==> src/rtl/pipe_ctrl_pkg.sv <==
// Shared encodings for the pipelined MIPS control unit: opcodes, functs, ALU codes, control-vector layout.
// Latency: none (declarations only).
// Backpressure: none (declarations only).
package pipe_ctrl_pkg;

    // Primary opcodes
    localparam logic [5:0] OP_RTYPE = 6'b000000;
    localparam logic [5:0] OP_LW    = 6'b100011;
    localparam logic [5:0] OP_SW    = 6'b101011;
    localparam logic [5:0] OP_BEQ   = 6'b000100;
    localparam logic [5:0] OP_BNE   = 6'b000101;
    localparam logic [5:0] OP_ADDI  = 6'b001000;
    localparam logic [5:0] OP_ANDI  = 6'b001100;
    localparam logic [5:0] OP_ORI   = 6'b001101;
    localparam logic [5:0] OP_SLTI  = 6'b001010;
    localparam logic [5:0] OP_J     = 6'b000010;
    localparam logic [5:0] OP_JAL   = 6'b000011;

    // R-type funct field
    localparam logic [5:0] FN_ADD   = 6'b100000;
    localparam logic [5:0] FN_SUB   = 6'b100010;
    localparam logic [5:0] FN_AND   = 6'b100100;
    localparam logic [5:0] FN_OR    = 6'b100101;
    localparam logic [5:0] FN_NOR   = 6'b100111;
    localparam logic [5:0] FN_SLT   = 6'b101010;
    localparam logic [5:0] FN_JR    = 6'b001000;

    // ALU operation codes; wider ALU control buses zero-fill above bit 2
    localparam logic [2:0] ALU_AND  = 3'b000;
    localparam logic [2:0] ALU_OR   = 3'b001;
    localparam logic [2:0] ALU_ADD  = 3'b010;
    localparam logic [2:0] ALU_NOR  = 3'b100;
    localparam logic [2:0] ALU_SUB  = 3'b110;
    localparam logic [2:0] ALU_SLT  = 3'b111;

    // Bit positions inside the packed control vector carried from D into E
    localparam int CTL_REGWRITE = 0;
    localparam int CTL_REGDST   = 1;
    localparam int CTL_ALUSRC   = 2;
    localparam int CTL_ZEROEXT  = 3;
    localparam int CTL_MEMWRITE = 4;
    localparam int CTL_MEMTOREG = 5;
    localparam int CTL_MEMEN    = 6;
    localparam int CTL_LINK     = 7;
    localparam int CTL_VALID    = 8;
    localparam int CTL_W        = 9;

    // Controls still needed once an instruction has left E
    typedef struct packed {
        logic regwrite;
        logic memtoreg;
        logic memwrite;
        logic memen;
        logic link;
        logic valid;
    } m_ctl_t;

    // Controls still needed in writeback
    typedef struct packed {
        logic regwrite;
        logic memtoreg;
        logic link;
        logic valid;
    } w_ctl_t;

endpackage

==> src/rtl/pipe_ctrl_decoder.sv <==
// Decodes one MIPS instruction into the packed control vector, ALU code and D-stage flow flags.
// Latency: purely combinational.
// Backpressure: none; output follows inst every cycle.
module pipe_ctrl_decoder
    import pipe_ctrl_pkg::*;
#(
    parameter int ALUCTRL_W = 3
) (
    input  logic [31:0]          inst,
    output logic [CTL_W-1:0]     ctl,
    output logic [ALUCTRL_W-1:0] alu_ctrl,
    output logic                 jump,
    output logic                 branch,
    output logic                 bne,
    output logic                 jr,
    output logic                 illegal
);

    logic [5:0] op;
    logic [5:0] funct;
    logic [2:0] alu_code;
    logic       r_alu;

    assign op       = inst[31:26];
    assign funct    = inst[5:0];
    assign alu_ctrl = ALUCTRL_W'(alu_code);

    // Opcode/funct decode; the all-zero word is a NOP and anything unknown is flagged illegal with no controls
    always_comb begin
        ctl      = '0;
        alu_code = ALU_AND;
        jump     = 1'b0;
        branch   = 1'b0;
        bne      = 1'b0;
        jr       = 1'b0;
        illegal  = 1'b0;
        r_alu    = 1'b0;
        case (op)
            OP_RTYPE: begin
                if (inst != 32'd0) begin
                    case (funct)
                        FN_ADD: begin r_alu = 1'b1; alu_code = ALU_ADD; end
                        FN_SUB: begin r_alu = 1'b1; alu_code = ALU_SUB; end
                        FN_AND: begin r_alu = 1'b1; alu_code = ALU_AND; end
                        FN_OR:  begin r_alu = 1'b1; alu_code = ALU_OR;  end
                        FN_NOR: begin r_alu = 1'b1; alu_code = ALU_NOR; end
                        FN_SLT: begin r_alu = 1'b1; alu_code = ALU_SLT; end
                        FN_JR: begin
                            jr             = 1'b1;
                            ctl[CTL_VALID] = 1'b1;
                        end
                        default: illegal = 1'b1;
                    endcase
                    if (r_alu) begin
                        ctl[CTL_REGWRITE] = 1'b1;
                        ctl[CTL_REGDST]   = 1'b1;
                        ctl[CTL_VALID]    = 1'b1;
                    end
                end
            end
            OP_LW: begin
                ctl[CTL_REGWRITE] = 1'b1;
                ctl[CTL_ALUSRC]   = 1'b1;
                ctl[CTL_MEMTOREG] = 1'b1;
                ctl[CTL_MEMEN]    = 1'b1;
                ctl[CTL_VALID]    = 1'b1;
                alu_code          = ALU_ADD;
            end
            OP_SW: begin
                ctl[CTL_ALUSRC]   = 1'b1;
                ctl[CTL_MEMWRITE] = 1'b1;
                ctl[CTL_MEMEN]    = 1'b1;
                ctl[CTL_VALID]    = 1'b1;
                alu_code          = ALU_ADD;
            end
            OP_BEQ, OP_BNE: begin
                branch         = 1'b1;
                bne            = (op == OP_BNE);
                ctl[CTL_VALID] = 1'b1;
                alu_code       = ALU_SUB;
            end
            OP_ADDI, OP_ANDI, OP_ORI, OP_SLTI: begin
                ctl[CTL_REGWRITE] = 1'b1;
                ctl[CTL_ALUSRC]   = 1'b1;
                ctl[CTL_ZEROEXT]  = (op == OP_ANDI) || (op == OP_ORI);
                ctl[CTL_VALID]    = 1'b1;
                case (op)
                    OP_ANDI: alu_code = ALU_AND;
                    OP_ORI:  alu_code = ALU_OR;
                    OP_SLTI: alu_code = ALU_SLT;
                    default: alu_code = ALU_ADD;
                endcase
            end
            OP_J: begin
                jump           = 1'b1;
                ctl[CTL_VALID] = 1'b1;
            end
            OP_JAL: begin
                jump              = 1'b1;
                ctl[CTL_REGWRITE] = 1'b1;
                ctl[CTL_LINK]     = 1'b1;
                ctl[CTL_VALID]    = 1'b1;
            end
            default: illegal = 1'b1;
        endcase
    end

endmodule

==> src/rtl/pipe_ctrl_unit.sv <==
// Pipelined MIPS control: decodes in D, registers controls through E, M, W and counts retirements.
// Latency: E one cycle after D, M after two, W after three (while en is high).
// Backpressure: en low freezes every stage and the counter; clr_e bubbles E only when en is high.
module pipe_ctrl_unit
    import pipe_ctrl_pkg::*;
#(
    parameter int ALUCTRL_W = 3,   // ALU control width, at least 3
    parameter int CNT_W     = 32   // retired-instruction counter width
) (
    input  logic                 clk,
    input  logic                 rst,
    input  logic [31:0]          inst_d,
    input  logic                 en,
    input  logic                 clr_e,
    output logic                 jump_d,
    output logic                 branch_d,
    output logic                 bne_d,
    output logic                 jr_d,
    output logic                 illegal_d,
    output logic [ALUCTRL_W-1:0] alu_ctrl_e,
    output logic                 alusrc_e,
    output logic                 regdst_e,
    output logic                 zeroext_e,
    output logic                 memtoreg_e,
    output logic                 regwrite_e,
    output logic                 memwrite_m,
    output logic                 memen_m,
    output logic                 memtoreg_m,
    output logic                 regwrite_m,
    output logic                 regwrite_w,
    output logic                 memtoreg_w,
    output logic                 link_w,
    output logic                 valid_e,
    output logic                 valid_m,
    output logic                 valid_w,
    output logic [CNT_W-1:0]     retired_cnt
);

    logic [CTL_W-1:0]     ctl_dec;
    logic [ALUCTRL_W-1:0] alu_dec;

    logic [CTL_W-1:0]     ctl_e_q, ctl_e_d;
    logic [ALUCTRL_W-1:0] alu_e_q, alu_e_d;
    m_ctl_t               ctl_m_q, ctl_m_d;
    w_ctl_t               ctl_w_q, ctl_w_d;
    logic [CNT_W-1:0]     cnt_q, cnt_d;

    pipe_ctrl_decoder #(
        .ALUCTRL_W (ALUCTRL_W)
    ) u_decoder (
        .inst      (inst_d),
        .ctl       (ctl_dec),
        .alu_ctrl  (alu_dec),
        .jump      (jump_d),
        .branch    (branch_d),
        .bne       (bne_d),
        .jr        (jr_d),
        .illegal   (illegal_d)
    );

    // D->E: freeze wins over flush, flush loads a bubble, otherwise take the decode
    always_comb begin
        ctl_e_d = ctl_e_q;
        alu_e_d = alu_e_q;
        if (en) begin
            if (clr_e) begin
                ctl_e_d = '0;
                alu_e_d = '0;
            end else begin
                ctl_e_d = ctl_dec;
                alu_e_d = alu_dec;
            end
        end
    end

    // E->M and M->W advance together on en; these stages are never flushed
    always_comb begin
        ctl_m_d = ctl_m_q;
        ctl_w_d = ctl_w_q;
        if (en) begin
            ctl_m_d.regwrite = ctl_e_q[CTL_REGWRITE];
            ctl_m_d.memtoreg = ctl_e_q[CTL_MEMTOREG];
            ctl_m_d.memwrite = ctl_e_q[CTL_MEMWRITE];
            ctl_m_d.memen    = ctl_e_q[CTL_MEMEN];
            ctl_m_d.link     = ctl_e_q[CTL_LINK];
            ctl_m_d.valid    = ctl_e_q[CTL_VALID];
            ctl_w_d.regwrite = ctl_m_q.regwrite;
            ctl_w_d.memtoreg = ctl_m_q.memtoreg;
            ctl_w_d.link     = ctl_m_q.link;
            ctl_w_d.valid    = ctl_m_q.valid;
        end
    end

    // Count each real instruction once, on the edge that moves it from M into W
    always_comb begin
        cnt_d = cnt_q;
        if (en && ctl_m_q.valid) begin
            cnt_d = cnt_q + CNT_W'(1);
        end
    end

    // Stage registers and counter; reset drops everything in flight
    always_ff @(posedge clk or negedge rst) begin
        if (!rst) begin
            ctl_e_q <= '0;
            alu_e_q <= '0;
            ctl_m_q <= '0;
            ctl_w_q <= '0;
            cnt_q   <= '0;
        end else begin
            ctl_e_q <= ctl_e_d;
            alu_e_q <= alu_e_d;
            ctl_m_q <= ctl_m_d;
            ctl_w_q <= ctl_w_d;
            cnt_q   <= cnt_d;
        end
    end

    assign alu_ctrl_e  = alu_e_q;
    assign alusrc_e    = ctl_e_q[CTL_ALUSRC];
    assign regdst_e    = ctl_e_q[CTL_REGDST];
    assign zeroext_e   = ctl_e_q[CTL_ZEROEXT];
    assign memtoreg_e  = ctl_e_q[CTL_MEMTOREG];
    assign regwrite_e  = ctl_e_q[CTL_REGWRITE];
    assign valid_e     = ctl_e_q[CTL_VALID];
    assign memwrite_m  = ctl_m_q.memwrite;
    assign memen_m     = ctl_m_q.memen;
    assign memtoreg_m  = ctl_m_q.memtoreg;
    assign regwrite_m  = ctl_m_q.regwrite;
    assign valid_m     = ctl_m_q.valid;
    assign regwrite_w  = ctl_w_q.regwrite;
    assign memtoreg_w  = ctl_w_q.memtoreg;
    assign link_w      = ctl_w_q.link;
    assign valid_w     = ctl_w_q.valid;
    assign retired_cnt = cnt_q;

endmodule

==> config.mk <==
export PLATFORM = sky130hd
export DESIGN_NAME = pipe_ctrl_unit
export DESIGN_NICKNAME = d
export VERILOG_FILES = /design/src/rtl/pipe_ctrl_pkg.sv /design/src/rtl/pipe_ctrl_decoder.sv /design/src/rtl/pipe_ctrl_unit.sv
export SDC_FILE = /design/constraint.sdc
export NUM_CORES = 1
export LEC_CHECK = 0
export ABC_AREA = 1
export CAP_MARGIN = 30
export CELL_PAD_IN_SITES_DETAIL_PLACEMENT = 0
export CELL_PAD_IN_SITES_GLOBAL_PLACEMENT = 1
export CORE_MARGIN = 10
export CORE_UTILIZATION = 36
export CTS_CLUSTER_DIAMETER = 40
export DETAILED_ROUTE_END_ITERATION = 10
export HOLD_SLACK_MARGIN = 0.05
export PLACE_DENSITY = 0.85
export REMOVE_ABC_BUFFERS = 1
export SYNTH_ARGS = -nofsm -noshare
export SYNTH_HDL_FRONTEND = slang
export SYNTH_SLANG_ARGS = --single-unit
==> constraint.sdc <==
create_clock -name clk -period 2.4 [get_ports clk]
set_input_delay 0.48 -clock clk [delete_from_list [all_inputs] [get_ports clk]]
set_output_delay 0.48 -clock clk [all_outputs]
set_load 0.01 [all_outputs]
======== Word level (Yosys, flattened, before mapping) ========
Index checks and enable logic that the tools add are counted.
storage, ports and cells
  flip-flop bits (word level) ............. 54
  input port bits ......................... 36
  output and inout bits ................... 55
  logic and storage cells ................. 75
operators by class
  add/subtract/negate cells ............... 1
  equal/unequal tests ..................... 17
  muxes and demuxes ....................... 31
  reductions and logical operators ........ 13
operators by type and width
  operator                                       number
  == test 6 bit, second input constant           8
  adder 32 x 1 -> 32 bit, second input constant  1
  nonzero test 32 bit                            1
  == test 6 x 4 -> 1 bit, second input constant  5
  2-to-1 mux 1 bit                               20
  OR reduction 6 bit                             3
  one-hot mux 3 bit (5 select lines)             1
  == test 6 x 2 -> 1 bit, second input constant  2
  == test 6 x 3 -> 1 bit, second input constant  2
  one-hot mux 3 bit (4 select lines)             1
  OR reduction 10 bit                            1
  2-to-1 mux 9 bit                               1
  one-hot mux 3 bit (3 select lines)             1
  OR reduction 7 bit                             1
  zero test 6 bit                                1
  2-to-1 mux 3 bit                               2
  one-hot mux 1 bit (2 select lines)             3
  OR reduction 2 bit                             3
  2-to-1 mux 2 bit                               2
  OR reduction 4 bit                             1
  logical AND 1 bit                              1
  logical OR 1 bit                               1

======== Longest topological paths before layout ========
Gate-level depths: netlist of run 1.
  depth in word-level cells ............... 9
  mapped depth ............................ 9
  gate-level depth less buffers ........... 9

======== Cells and area by module ========
A second synthesis of run 1 with hierarchy kept.
second synthesis, totals
  cells, all modules ...................... 426
  area, all modules ....................... 3189.3 µm²
modules (own cells, without submodules)
  module             instances  cells each  area an instance (µm²)  seq. area each (µm²)
  pipe_ctrl_unit     1          296         2583.7                  1351.3
  pipe_ctrl_decoder  1          130         605.6                   0.0

======== Worst setup path after synthesis of run 1 ========
No wires, ideal clock.
  path type ............................... input-to-output
  start point ............................. input inst_d[31]
  end point ............................... output illegal_d
  arrival time ............................ 1266 ps
  data required time ...................... 1920 ps
  setup slack ............................. 654 ps
  stages .................................. 5
  buffers on the path ..................... 0
  path through ............................ nor2_2 > nand2_1 > nor2_2 > nand2_1 > o21ai_1
between the ends
  word-level cells in the longest chain between the ends .. 3
  elaborated cells on any way between the ends .. 15
  those cells by class .................... 10 x eq/ne; 2 x mux; 3 x reduce/logical
RTL lines
  element                                                            line                     RTL
  start: declaration                                                 pipe_ctrl_unit.sv:12     input logic [31:0] inst_d,
  == test 6 bit (tied with other cells)                              pipe_ctrl_decoder.sv:38  case (op)
  OR reduction 10 bit (no line) or 2-to-1 mux 1 bit (tied branches)  n/a
  one-hot mux 1 bit (2 select lines) (*)                             pipe_ctrl_decoder.sv:38
  end: declaration                                                   pipe_ctrl_unit.sv:19     output logic illegal_d,
Mark *: on every way between the ends. The rest lies on a longest branch, timed or not.

======== Worst setup path in the final report of run 1 ========
  start point ............................. input inst_d[31]
  end point ............................... output jump_d
between the ends
  word-level cells in the longest chain between the ends .. 3
  elaborated cells on any way between the ends .. 4
  those cells by class .................... 2 x eq/ne; 1 x mux; 1 x reduce/logical
RTL lines
  element                           line                     RTL
  == test 6 x 2 -> 1 bit            pipe_ctrl_decoder.sv:38
  OR reduction 2 bit (no line) (*)  n/a
  2-to-1 mux 1 bit (*)              pipe_ctrl_decoder.sv:38
  end: declaration                  pipe_ctrl_unit.sv:15     output logic jump_d,
Marked as above.

==> summary.txt, run 1 <==
Worst setup path
  – Critical path class: input pin to primary output
  – Worst Path Buf+Inv: 3
  – CP cell instances: clkdlybuf4s50_1 -> nor2_4 -> nand2_2 -> buf_4 -> nor2_1 -> dlygate4sd2_1
  – Setup crit end kind: primary output
  – CP top delay family: buffers and inverters
  – Largest stage delay, worst path: 0.46 ns
  – CP Launch Type: input pin
  – Slowest CP cell: clkdlybuf4s50_1
  – CP max FO: 5
  – Critical path arrival: 1.81 ns
  – WP data required: 1.92 ns
  – Worst r2r src: retired_cnt[2]
  – Critical path origin: inst_d[31]

Route
  – Routed Antenna Nets: 0
  – DRT Wirelength: 9440 um
  – Total number of vias: 3221
  – DRC: 0
  – DR vias/cell: 4.74
  – Starting DRT DRC Count: 126
  – Drt wl/cell: 13.9 um
  – Drt pass-1 iters: 4

Yosys
  – Flop and latch count out of synthesis: 54
  – Fraction of registers with async set/reset: 100%
  – Largest family of logic cells by synthesized area: simple AND/OR/NAND/NOR gates
  – Synth cell types: 27
  – Compound-cell area share of the yosys netlist: 2.75%
  – Post-synthesis cell count: 451
  – Simple-Gate Fraction of Synth Area: 43.2%
  – Mux share of post-synthesis cell area: 0%
  – Mapped cell area: 3140 um^2
  – Yosys warns: 0
  – Adder-Cell Fraction of Synth Area: 0.398%
  – Most used flip-flop cell after synthesis: dfrtp_1
  – Number of synthesized flops with an enable pin: 0
  – Register area share after synthesis: 43.0%
  – Post-synthesis average cell area: 6.96 um^2
  – Synth Area in XOR/XNOR: 5.30%

Flow run
  – Max Cap Viol: 0

Floorplanning
  – Die area: 12900 um^2
  – Initial core utilization: 36.5%
  – Rows: 34
  – Die height: 113 um
  – I/O pins: 91
  – Core Footprint: 8590 um^2
  – Die Width: 113 um

Timing
  – Worst slew pin tran: 0.601 ns
  – RSZ-0062 raised after global routing: false
  – Final setup viols: 0
  – Max-slew headroom: 59.9%
  – Final min period: 2.29 ns
  – Final hold vios: 0
  – Final max-slew violation count: 0
  – TNS Setup: 0 ns
  – Fmax: 0.437 GHz
  – Period utilization: 95.4%
  – Clock Skew: 0.00792 ns

Pwr
  – Worst VDD drop: 0.000304 V
  – Total leakage power: 2.11 nW
  – Power per cell area: 433 nW/um^2

Global routing
  – Largest net degree at the start of global routing: 24
  – GRT Total Usage: 14.7%
  – Gr ovfl total: 0
  – Initial antenna violation count: 0
  – Vias in the first global route: 3326
  – First-pass GRT wire length: 15900 um

Final layout
  – Commonest non-fill, non-tap cell in the layout: nand2_1
  – Max FFs per register: 32
  – Final Instance Area: 4470 um^2
  – Total Nets Final: 607
  – Most frequent cells in the layout: nand2_1 (173), clkdlybuf4s50_1 (80), nor2_1 (72), dfrtp_1 (54), inv_1 (38)
  – # diodes: 0
  – Layout cells sized above 1: 9.98%
  – Synthesis-to-finish area growth: 42.4%

Clock tree
  – Clock buffer count from CTS: 5
  – Worst skew pair latency: 0.30 ns
  – CTS sink cnt: 54
  – Worst-path clk slew: 0.10 ns
  – Root Buffer: clkbuf_8
  – CTS tree: yes
  – Clk buf depth: 2
  – # H-tree levels: 2

Placement
  – Final weighted congestion in routability-driven placement: 0.878
  – Dpl hpwl: 7710 um
  – Port bufs: 90
  – Post-DP Area: 4340 um^2

Hold path
  – Worst hold-check path type: input pin to asynchronous set/reset pin

Outcome
  – Status: completed
worst register-to-register path, cell delays in order (launching register included):
cell	delay, ns
dfrtp_1	0.44
nand3_1	0.22
nor2_4	0.17
nand2_1	0.15
nor3_1	0.36
nand2_1	0.09
nand2_1	0.07
nand2_1	0.05
stage by stage:
stage	hold slack [ns]	instances	utilization [%]	power, W	setup slack, ns
after floorplan	0.184	447	-	0.00111	0.654
final	0.138	679	52.0	0.00194	0.111
after global placement	0.456	670	50.6	0.00133	-0.261
after CTS	0.161	678	51.9	0.00195	-0.0137
after global routing	0.170	679	52.0	0.00203	0.0203
after detailed placement	0.465	670	50.6	0.00134	-0.322
routing by layer:
| layer | wire length [um] | vias to the layer above | track usage (%) |
|---|---|---|---|
| li1 | - | 1644 | - |
| met1 | 4010 | 1498 | 16.8 |
| met2 | 4680 | 69 | 25.9 |
| met3 | 626 | 10 | 4.88 |
| met4 | 125 | 0 | 3.38 |
| met5 | 0 | - | 0 |
final timing paths:
| check | end | slack [ns] | depth (start not counted) |
|---|---|---|---|
| max in group asynchronous | ctl_e_q[8] | 1.63 | 2 |
| hold reg to reg | valid_w | 0.49 | 2 |
| hold / removal | retired_cnt[11] | 0.14 | 1 |
| setup reg to reg | retired_cnt[21] | 0.77 | 7 |
| min in group clk | valid_w | 0.49 | 2 |
| setup / recovery | jump_d | 0.11 | 6 |
report_power, final:
| group | total, W | switching, W | internal [W] |
|---|---|---|---|
| Sequential | 0.000984 | 0.0000410 | 0.000943 |
| Clock | 0.000618 | 0.000306 | 0.000312 |
| Combinational | 0.000336 | 0.000171 | 0.000165 |
| Total | 0.00194 | 0.000518 | 0.00142 |
logic make-up (layout without fill, tap and decap cells):
family / after synthesis / count (layout)
DFF: 54 / 54
adders and majority gates: 1 / 1
xor gates and xnor gates: 19 / 19
buffers and inverters: 44 / 164
and+or+nand+nor: 317 / 317
AOI/OAI and AO/OA: 16 / 16
cell type report:
type,count,area [um^2]
Sequential cell,54,1350
Inverter,40,151
Timing Repair Buffer,116,1080
Clock inverter,2,37.5
Multi-Input combinational cell,353,1640
Fill cell,839,4120
Tap cell,108,135
Clock buffer,6,72.6
Yosys cell counts, types with 5 or more instances:
cell type  instances  area, um^2
nor2_2             5        31.3
nand4_1            7        43.8
xor2_1             9        78.8
nor3_1             5        25.0
nand3b_1           7        52.6
nand2_1          174         653
dfrtp_1           54        1350
inv_1             38         143
nand3_1           32         160
o21ai_0           11        55.1
nor2_1            77         289
xnor2_1           10        87.6
what timing repair did:
item,CTS,global route
resized for setup,12,6
endpoints found under the setup margin,5,3
cloned,0,0
setup buffers,0,1
hold buffers,0,0
pin swaps,1,1
No activity file was read; power rests on OpenSTA's default activity.
==> inputs of run 2 (changes only) <==
--- a/config.mk
+++ b/config.mk
@@ -6,6 +6,7 @@
 export NUM_CORES = 1
 export LEC_CHECK = 0
 export ABC_AREA = 1
+export ABC_CLOCK_PERIOD_IN_PS = 2400
 export CAP_MARGIN = 30
 export CELL_PAD_IN_SITES_DETAIL_PLACEMENT = 0
 export CELL_PAD_IN_SITES_GLOBAL_PLACEMENT = 1
==> results of run 2 <==
Final layout, timing and power as in run 1 (identical DEF).
==> inputs of run 3 (changes only) <==
--- a/config.mk
+++ b/config.mk
@@ -10,13 +10,14 @@
 export CAP_MARGIN = 30
 export CELL_PAD_IN_SITES_DETAIL_PLACEMENT = 0
 export CELL_PAD_IN_SITES_GLOBAL_PLACEMENT = 1
-export CORE_MARGIN = 10
+export CORE_MARGIN = 1.5
 export CORE_UTILIZATION = 36
 export CTS_CLUSTER_DIAMETER = 40
 export DETAILED_ROUTE_END_ITERATION = 10
 export HOLD_SLACK_MARGIN = 0.05
 export PLACE_DENSITY = 0.85
 export REMOVE_ABC_BUFFERS = 1
+export SLEW_MARGIN = 25
 export SYNTH_ARGS = -nofsm -noshare
 export SYNTH_HDL_FRONTEND = slang
 export SYNTH_SLANG_ARGS = --single-unit
==> run 3 against run 2 <==
Flip-flop and latch count unchanged. Highest routed layer unchanged. Critical endpoint unchanged. Die area shrank 28%. Wire length fell by 8.9%.
==> summary.txt, run 3 (synthesis results as in run 1) <==
Final layout
  – Synthesis-to-finish area growth: 42.8% (was 42.4%)
  – Layout cells sized above 1: 10.1% (was 9.98%)
  – Commonest non-fill, non-tap cell in the layout: nand2_1 (unchanged)
  – Max FFs per register: 32 (unchanged)
  – Most frequent cells in the layout: nand2_1 (173), clkdlybuf4s50_1 (78), nor2_1 (73), dfrtp_1 (54), inv_1 (38) (was nand2_1 (173), clkdlybuf4s50_1 (80), nor2_1 (72), dfrtp_1 (54), inv_1 (38))
  – Layout Utilization: 53.8% (was 52.0%)
  – # diodes: 0 (unchanged)
  – Multi-input gate area: 1640 um^2 (about the same)
  – Register area: 1350 um^2 (unchanged)
  – Filler Cell Count: 836 (was 839)
  – Total Nets Final: 609 (was 607)
  – Non-Filler Instances: 678 (was 679)

Floorplanning
  – Rows: 33 (was 34)
  – I/O pins: 91 (unchanged)
  – Die area: 9290 um^2 (was 12900 um^2)
  – Initial core utilization: 37.7% (was 36.5%)
  – Die height: 96.4 um (was 113 um)
  – Core Footprint: 8340 um^2 (was 8590 um^2)
  – Die Width: 96.4 um (was 113 um)

Timing
  – Worst slew pin tran: 0.617 ns (was 0.601 ns)
  – Max-slew headroom: 58.8% (was 59.9%)
  – RSZ-0062 raised after global routing: false (unchanged)
  – Period utilization: 94.6% (was 95.4%)
  – Fmax: 0.441 GHz (was 0.437 GHz)
  – Final min period: 2.27 ns (was 2.29 ns)
  – Final setup viols: 0 (unchanged)
  – Final max-slew violation count: 0 (unchanged)
  – Clock Skew: 0.00524 ns (was 0.00792 ns)
  – Final hold vios: 0 (unchanged)

Flow run
  – Max Cap Viol: 0 (unchanged)

Global routing
  – Initial antenna violation count: 0 (unchanged)
  – Gr ovfl total: 0 (unchanged)
  – First-pass GRT wire length: 14300 um (was 15900 um)
  – Largest net degree at the start of global routing: 33 (was 24)
  – GRT Total Usage: 19.8% (was 14.7%)
  – Vias in the first global route: 3214 (was 3326)

Pwr
  – Internal: 0.00135 W (was 0.00142 W)
  – Total leakage power: 2.16 nW (was 2.11 nW)
  – Worst VDD drop: 0.000244 V (was 0.000304 V)
  – Sequential power share: 53.2% (was 50.8%)
  – Total power: 0.00185 W (was 0.00194 W)
  – Switching share of total power: 27.1% (was 26.7%)
  – Clk pwr share: 28.5% (was 31.9%)
  – Comb power frac: 18.3% (was 17.3%)
  – Sw power: 0.000501 W (was 0.000518 W)
  – Power per cell area: 412 nW/um^2 (was 433 nW/um^2)

Route
  – Metal1 wirelength: 3730 um (was 4010 um)
  – DRT Wirelength: 8600 um (was 9440 um)
  – Starting DRT DRC Count: 89 (was 126)
  – Routed wl met3: 488 um (was 626 um)
  – Routed wl met2: 4140 um (was 4680 um)
  – Total number of vias: 3201 (was 3221)
  – Drt pass-1 iters: 4 (unchanged)
  – DR vias/cell: 4.72 (was 4.74)
  – Routed Antenna Nets: 0 (unchanged)
  – Drt wl/cell: 12.7 um (was 13.9 um)
  – DRC: 0 (unchanged)
  – Top routing layer used: met4 (unchanged)

Placement
  – Dpl hpwl: 6930 um (was 7710 um)
  – DP Cell Count: 668 (was 670)
  – Port bufs: 90 (unchanged)
  – Final weighted congestion in routability-driven placement: 0.853 (was 0.878)

Worst setup path
  – CP max FO: 6 (was 5)
  – Slowest CP cell: clkdlybuf4s50_1 (unchanged)
  – Largest stage delay, worst path: 0.46 ns (about the same)
  – Worst reg2reg path depth: 8 (was 7)
  – Critical path origin: inst_d[30] (was inst_d[31])
  – CP Launch Type: input pin (unchanged)
  – CP cell instances: clkdlybuf4s50_1 -> nor2_4 -> nand2_2 -> buf_4 -> nor2_1 -> dlygate4sd2_1 (unchanged)
  – Critical path class: input pin to primary output (unchanged)
  – WP data required: 1.92 ns (about the same)
  – Critical path arrival: 1.79 ns (was 1.81 ns)
  – Setup crit end kind: primary output (unchanged)
  – Worst r2r src: retired_cnt[1] (was retired_cnt[2])

Clock tree
  – # H-tree levels: 2 (unchanged)
  – Clk buf depth: 2 (unchanged)
  – Clock buffer count from CTS: 5 (unchanged)
  – CTS sink cnt: 54 (unchanged)
  – Root Buffer: clkbuf_8 (unchanged)
  – Worst skew pair latency: 0.31 ns (was 0.30 ns)
  – Hold Buf Count CTS: 0 (unchanged)
  – CTS tree: yes (unchanged)
  – Worst-path clk slew: 0.09 ns (was 0.10 ns)

Hold path
  – Worst hold-check path type: input pin to asynchronous set/reset pin (unchanged)

Outcome
  – Status: completed (unchanged)
## run 3: area by class of cell
class	instances	share of cell area (%)
tap	105	2.93
clock inverter	1	0.112
sequential	54	30.1
multi-input combinational	353	36.6
clock buffer	7	1.92
inverter	40	3.38
timing repair buffer	118	25.0
## run 3: metal layers
metal,GRT usage (%),vias up
li1,-,1648
met1,23.5,1450
met2,34.2,81
met3,5.09,22
met4,7.85,0
met5,0,-
## run 3: critical path: cells and delay by family
| kind | cells | cell delay (ns) |
|---|---|---|
| buf+inv | 3 | 0.89 |
| simple gates | 3 | 0.42 |
## run 3: worst paths after layout
check                             endpoint  slack, ns
max                                 jump_d       0.13
min                         retired_cnt[7]       0.15
max reg2reg                retired_cnt[24]       0.83
min reg2reg                     memtoreg_w       0.48
max in group asynchronous   retired_cnt[1]       1.68
min in group clk                memtoreg_w       0.48
## run 3: what timing repair did
action / in CTS / in global routing
setup buffers: 0 / 2
cloned: 0 / 0
pin swaps: 2 / 5
resized for setup: 10 / 10
setup endpoints to repair: 5 / 2
## run 3: metrics by stage
| stage | setup TNS, ns | setup WS [ns] | hold slack, ns | cell area [um^2] |
|---|---|---|---|---|
| after global routing | 0 | 0.0160 | 0.181 | 4490 |
| after global placement | -0.677 | -0.253 | 0.457 | 4360 |
| after floorplan | 0 | 0.654 | 0.184 | 3130 |
| after detailed placement | -0.966 | -0.315 | 0.464 | 4360 |
| after CTS | 0 | 0.0161 | 0.166 | 4450 |
| final | 0 | 0.131 | 0.152 | 4490 |
## run 3: power by group through the flow
stage | Clock (W) | Combinational, W | Sequential (W)
detailed placement | 0 | 0.000340 | 0.00100
floorplan | 0 | 0.000104 | 0.00101
global route | 0.000583 | 0.000376 | 0.000991
CTS | 0.000542 | 0.000343 | 0.000983
finish | 0.000526 | 0.000339 | 0.000982
global placement | 0 | 0.000336 | 0.000999
